===== config.mk =====
export PLATFORM = sky130hd
export DESIGN_NAME = tlc_multiphase_ctrl
export DESIGN_NICKNAME = d
export VERILOG_FILES = /design/src/rtl/tlc_pkg.sv /design/src/rtl/tlc_down_counter.sv /design/src/rtl/tlc_multiphase_ctrl.sv
export SDC_FILE = /design/constraint.sdc
export NUM_CORES = 1
export LEC_CHECK = 0
export ABC_AREA = 1
export CAP_MARGIN = 0
export CORE_UTILIZATION = 48
export CTS_CLUSTER_DIAMETER = 100
export DETAILED_ROUTE_END_ITERATION = 8
export GPL_ROUTABILITY_DRIVEN = 0
export PLACE_DENSITY = 0.85
export SYNTH_ARGS = -nofsm -noshare
export SYNTH_HDL_FRONTEND = slang
export SYNTH_SLANG_ARGS = --single-unit
export TNS_END_PERCENT = 100

===== constraint.sdc =====
create_clock -name clk -period 3.8 [get_ports clk]
set_clock_uncertainty 0.2 [all_clocks]
set_input_delay 0.57 -clock clk [delete_from_list [all_inputs] [get_ports clk]]
set_output_delay 0.57 -clock clk [all_outputs]
set_load 0.05 [all_outputs]

===== src/rtl/tlc_pkg.sv =====
// rtl/tlc_pkg.sv - shared light codes, state encoding and duration helper for the traffic light controller
package tlc_pkg;

    localparam logic [1:0] LIGHT_RED    = 2'b00;
    localparam logic [1:0] LIGHT_YELLOW = 2'b01;
    localparam logic [1:0] LIGHT_GREEN  = 2'b10;

    // Working width for duration arithmetic; wide enough for any CNT_W used here.
    localparam int DUR_W = 16;

    typedef enum logic [3:0] {
        ST_ALLRED  = 4'd0,
        ST_GREEN   = 4'd1,
        ST_YELLOW  = 4'd2,
        ST_WALK    = 4'd3,
        ST_PREEMPT = 4'd4
    } state_t;

    // A programmed duration of zero still occupies one cycle.
    function automatic logic [DUR_W-1:0] max1(input logic [DUR_W-1:0] dur);
        return (dur == '0) ? DUR_W'(1) : dur;
    endfunction

endpackage


===== src/rtl/tlc_down_counter.sv =====
// rtl/tlc_down_counter.sv - loadable saturating down counter with hold and zero flag
// Ports: clk, rst (sync, active-low), load/load_val (load has priority),
//        hold (freeze), value (current count), zero (value == 0).
module tlc_down_counter #(
    parameter int               CNT_W   = 4,
    parameter logic [CNT_W-1:0] RST_VAL = '0
) (
    input  logic             clk,
    input  logic             rst,
    input  logic             load,
    input  logic [CNT_W-1:0] load_val,
    input  logic             hold,
    output logic [CNT_W-1:0] value,
    output logic             zero
);

    always_ff @(posedge clk) begin
        if (!rst) begin
            value <= RST_VAL;
        end else if (load) begin
            value <= load_val;
        end else if (!hold && value != '0) begin
            value <= value - CNT_W'(1);
        end
    end

    assign zero = (value == '0);

endmodule


===== src/rtl/tlc_multiphase_ctrl.sv =====
// rtl/tlc_multiphase_ctrl.sv - parametrised multi-phase traffic light controller with walk and pre-emption
// Ports: clk, rst (sync, active-low); phase_mask/green_time/yellow_time (per-phase config);
//        ped_req (pulse), emerg/emerg_phase (pre-emption); lights (2 bits per light),
//        ped_walk, ped_wait, phase, count (remaining cycles - 1), ps (present state).
module tlc_multiphase_ctrl
    import tlc_pkg::*;
#(
    parameter int N_LIGHTS  = 6,
    parameter int N_PHASES  = 4,
    parameter int CNT_W     = 4,
    parameter int CLR_TIME  = 2,
    parameter int WALK_TIME = 5,
    parameter int PH_W      = $clog2(N_PHASES)
) (
    input  logic                         clk,
    input  logic                         rst,
    input  logic [N_PHASES*N_LIGHTS-1:0] phase_mask,
    input  logic [N_PHASES*CNT_W-1:0]    green_time,
    input  logic [CNT_W-1:0]             yellow_time,
    input  logic                         ped_req,
    input  logic                         emerg,
    input  logic [PH_W-1:0]              emerg_phase,
    output logic [2*N_LIGHTS-1:0]        lights,
    output logic                         ped_walk,
    output logic                         ped_wait,
    output logic [PH_W-1:0]              phase,
    output logic [CNT_W-1:0]             count,
    output logic [3:0]                   ps
);

    localparam logic [CNT_W-1:0] CLR_LOAD  = CNT_W'(CLR_TIME - 1);
    localparam logic [CNT_W-1:0] WALK_LOAD = CNT_W'(WALK_TIME - 1);

    // Counter load value for a programmed duration (count runs dur-1 .. 0).
    function automatic logic [CNT_W-1:0] dur_load(input logic [CNT_W-1:0] dur);
        return CNT_W'(max1(DUR_W'(dur)) - DUR_W'(1));
    endfunction

    state_t                state, state_nxt;
    logic [PH_W-1:0]       phase_r, phase_nxt, phase_seq;
    logic [N_LIGHTS-1:0]   cur_mask, mask_nxt, mask_seq;
    logic [CNT_W-1:0]      green_seq_load, yellow_load;
    logic                  cnt_load, cnt_zero;
    logic [CNT_W-1:0]      cnt_val;
    logic                  walk_done, walk_abort;
    logic                  ped_wait_r, ped_again;

    // Next phase in the normal rotation and its configuration.
    assign phase_seq      = (phase_r == PH_W'(N_PHASES - 1)) ? '0 : phase_r + PH_W'(1);
    assign mask_seq       = phase_mask[int'(phase_seq)*N_LIGHTS +: N_LIGHTS];
    assign green_seq_load = dur_load(green_time[int'(phase_seq)*CNT_W +: CNT_W]);
    assign yellow_load    = dur_load(yellow_time);

    always_comb begin
        state_nxt  = state;
        phase_nxt  = phase_r;
        mask_nxt   = cur_mask;
        cnt_load   = 1'b0;
        cnt_val    = '0;
        walk_done  = 1'b0;
        walk_abort = 1'b0;
        case (state)
            ST_ALLRED: begin
                if (cnt_zero) begin
                    cnt_load = 1'b1;
                    if (emerg) begin
                        state_nxt = ST_PREEMPT;
                        phase_nxt = emerg_phase;
                        mask_nxt  = phase_mask[int'(emerg_phase)*N_LIGHTS +: N_LIGHTS];
                        cnt_val   = '0;
                    end else if (ped_wait_r) begin
                        state_nxt = ST_WALK;
                        cnt_val   = WALK_LOAD;
                    end else begin
                        state_nxt = ST_GREEN;
                        phase_nxt = phase_seq;
                        mask_nxt  = mask_seq;
                        cnt_val   = green_seq_load;
                    end
                end
            end
            ST_GREEN: begin
                // Pre-empting the phase already green keeps its mask so lights do not blink.
                if (emerg && phase_r == emerg_phase) begin
                    state_nxt = ST_PREEMPT;
                    cnt_load  = 1'b1;
                    cnt_val   = '0;
                end else if (emerg || cnt_zero) begin
                    state_nxt = ST_YELLOW;
                    cnt_load  = 1'b1;
                    cnt_val   = yellow_load;
                end
            end
            ST_YELLOW: begin
                if (cnt_zero) begin
                    state_nxt = ST_ALLRED;
                    cnt_load  = 1'b1;
                    cnt_val   = CLR_LOAD;
                end
            end
            ST_WALK: begin
                if (emerg) begin
                    state_nxt  = ST_ALLRED;
                    cnt_load   = 1'b1;
                    cnt_val    = CLR_LOAD;
                    walk_abort = 1'b1;
                end else if (cnt_zero) begin
                    state_nxt = ST_GREEN;
                    phase_nxt = phase_seq;
                    mask_nxt  = mask_seq;
                    cnt_load  = 1'b1;
                    cnt_val   = green_seq_load;
                    walk_done = 1'b1;
                end
            end
            ST_PREEMPT: begin
                if (!emerg) begin
                    state_nxt = ST_YELLOW;
                    cnt_load  = 1'b1;
                    cnt_val   = yellow_load;
                end
            end
            default: begin
                state_nxt = ST_ALLRED;
                cnt_load  = 1'b1;
                cnt_val   = CLR_LOAD;
            end
        endcase
    end

    always_ff @(posedge clk) begin
        if (!rst) begin
            state      <= ST_ALLRED;
            phase_r    <= PH_W'(N_PHASES - 1);
            cur_mask   <= '0;
            ped_wait_r <= 1'b0;
            ped_again  <= 1'b0;
        end else begin
            state    <= state_nxt;
            phase_r  <= phase_nxt;
            cur_mask <= mask_nxt;
            // A request seen during the walk survives the completion clear.
            if (walk_done) begin
                ped_wait_r <= ped_req | ped_again;
            end else if (ped_req) begin
                ped_wait_r <= 1'b1;
            end
            if (walk_done || walk_abort) begin
                ped_again <= 1'b0;
            end else if (state == ST_WALK && ped_req) begin
                ped_again <= 1'b1;
            end
        end
    end

    tlc_down_counter #(
        .CNT_W   (CNT_W),
        .RST_VAL (CLR_LOAD)
    ) u_timer (
        .clk      (clk),
        .rst      (rst),
        .load     (cnt_load),
        .load_val (cnt_val),
        .hold     (state == ST_PREEMPT),
        .value    (count),
        .zero     (cnt_zero)
    );

    always_comb begin
        lights = '0;
        for (int i = 0; i < N_LIGHTS; i++) begin
            if (cur_mask[i]) begin
                if (state == ST_GREEN || state == ST_PREEMPT) begin
                    lights[2*i +: 2] = LIGHT_GREEN;
                end else if (state == ST_YELLOW) begin
                    lights[2*i +: 2] = LIGHT_YELLOW;
                end
            end
        end
    end

    assign ped_walk = (state == ST_WALK);
    assign ped_wait = ped_wait_r;
    assign phase    = phase_r;
    assign ps       = state;

endmodule


==> results.cfg <==
[synth]
ys.flop_type = dfxtp_1
synth_area_mm2 = 0.00187
synth_most_common_cell = nand2_1
ys_seq_area_share_pct = 18.2
synthMuxAreaShare_pct = 0
synth_common_cells = nand2_1 (101), inv_1 (62), nor2_1 (32)
yosys_warnings = 0
syn_avg_cell_area_um2 = 5.40
synth_compound_area_share_pct = 21.7
synth-adder-area-share_pct = 2.01
synthCells = 346
synth_xor_area_share_pct = 1.41
synth.distinct_cells = 34
ys_ff_latch = 17
synthSimpleGateAreaFrac_pct = 39.1
synth_largest_area_cell = nand2_1
synthTopCellsByArea = nand2_1 (20%), dfxtp_1 (18%), inv_1 (12%)
synth.net_count = 399
synth-edff-count = 0
yosysTopAreaCellShare_pct = 20.3
synth_top_family_by_area = simple AND/OR/NAND/NOR gates
synthArstFlopShare_pct = 0

[sta]
rsz0062_at_grt = no
relSlewSlack_pct = 44.3
fmax_mhz = 345
hold_viol = 0
period_needed_ps = 2900
setup_tns_ps = 0
slew_violations = 0
setup_violations = 0
tightest_slew_ps = 834
period_share_pct = 76.2

[setup_path]
critPathKind = reg -> out
r2r_slack_ps = 1300
end_kind = output port
r2r_end = u_timer.value[0]
path_max_fanout = 6
cp.required_ps = 3030
reg2regPathDepth = 14
cp-start-kind = flop
rr_startpoint = phase[1]
crit_arrival_ps = 2130

[hold_path]
worstHoldStart = cur_mask[1]
min_to = cur_mask[1]
whs_path_depth = 2
hp-class = reg -> reg

[drt]
routed_wl_um = 5210
vias = 2365
drt_pass1_iterations = 4
wire_per_inst_um = 11.3
drt-vias-per-instance = 5.14
drtIter0Drc = 170
drtAntennaViolNets = 0
drc = 0

[cells_and_area]
synthToLayoutAreaGrowth_pct = 41.0
drive_above_1_share_pct = 3.88
final_nets = 466
nFillCells = 355
stdcell_area_mm2 = 0.00263
n_antenna_cell = 0

[placed_design]
place_hpwl_um = 4030
io_buffers = 72
post_dp_cell_area_mm2 = 0.00258

[clock_network]
post_cts.repair.setup_buffers = 0
cts_sinks = 17
htreeDepth = 1
numCtsBuffers = 3
path_clk_slew_ps = 60
cts_resized = 0
clock_latency_ps = 250
cts_tree = yes
cts_root_buf = clkbuf_8
cts_hold_buf = 0
clockBufferDepth = 2

[grt]
grt_pass1_wl_um = 8850
grt_use_met1_pct = 32.3
grt-busiest-layer = met2
grt_pass1_vias = 2113
antenna_found_initial = 0
grt_max_degree = 28
grt-ovfl-total = 0
grt_usage_pct = 26.5
gr-usage-met2_pct = 46.3
grtUsageMet3_pct = 5.89

[floorplanning]
top_level_ports = 74
start_util_pct = 50.6
core_mm2 = 0.00369
rows = 22
die_y_um = 64.4
die_w_um = 64.4
dieArea_mm2 = 0.00414

[power]
ir_drop_mv = 0.357
leakage_nw = 1.24
p_per_area_mw_per_mm2 = 549

[run]
maxCapViolCount = 0

[outcome]
outcome = finished, final reports clean
[area by class of cell]
| class | instances | area (µm²) | area share [%] |
|---|---|---|---|
| clock inverter | 1 | 5.00 | 0.190 |
| sequential | 17 | 340 | 12.9 |
| clock buffer | 3 | 41.3 | 1.57 |
| timing repair buffer | 74 | 736 | 28.0 |
| multi-input combinational | 252 | 1200 | 45.7 |
| inverter | 65 | 246 | 9.37 |
| tap | 48 | 60.1 | 2.28 |
[per-stage QoR]
step | instances | hold slack [ps] | power, mW | worst slack (ps) | util [%]
2_1_floorplan | 346 | 245 | 1.03 | 1210 | -
3_3_place_gp | 456 | 255 | 1.28 | 1170 | 70.1
3_5_place_dp | 456 | 258 | 1.30 | 1160 | 70.1
4_1_cts | 460 | 268 | 1.44 | 925 | 71.3
5_1_grt | 460 | 282 | 1.57 | 775 | 71.3
6_report | 460 | 269 | 1.44 | 905 | 71.3
[cell families (layout without fill, tap and decap cells)]
logic type      count (synthesis)  in the layout
simple gates                  173            173
fa+ha+maj                       3              3
buf+inv                        77            143
other cells                     1              1
xor+xnor                        3              3
flops                          17             17
compound gates                 72             72
[cell usage in the layout (no fill, tap or decap), drive strengths merged, types with 3 or more instances in the layout]
master	instances
clkbuf	3
o31ai	4
a21oi	29
dfxtp	17
clkdlybuf4s50	72
nand3	27
nand2	102
o211ai	4
nor3	3
inv	64
o21ai	25
ha	3
a211oi	3
nor2	38
[routing by layer]
layer | share of wire [%] | vias to the layer above
met4 | 1.4 | 0
met5 | 0 | -
li1 | - | 1230
met3 | 5.3 | 10
met1 | 46 | 1048
met2 | 48 | 77
[where the power goes]
part / total [mW] / switching, mW / internal (mW)
registers: 0.285 / 0.0503 / 0.235
logic: 1.02 / 0.663 / 0.360
clock network: 0.136 / 0.0629 / 0.0729
[critical path: stages, from the launching register on]
cell and delay, ps:
dfxtp_1 390, inv_2 60, nor2_2 140, inv_1 90
nor2_1 140, nor2_1 130, nor2_1 120, clkdlybuf4s50_1 810
[worst max path at each step]
stage / startpoint / endpoint / slack, ps / cells past startpoint
after floorplan: ps[0] / lights[11] / 1210 / 6
after global placement: emerg_phase[0] / u_timer.value[0] / 1170 / 11
after detailed placement: emerg_phase[0] / u_timer.value[0] / 1160 / 11
after CTS: ps[0] / lights[5] / 920 / 7
after global routing: ps[0] / lights[5] / 780 / 7
final: ps[0] / lights[5] / 900 / 7
[registers in the layout, summed over array words and instances, names as in the netlist]
signal	cells
cur_mask	6
ped_again	1
phase	2
u_timer.value	4
ped_wait	1
ps	3
Power figures use the tool's default switching activity.
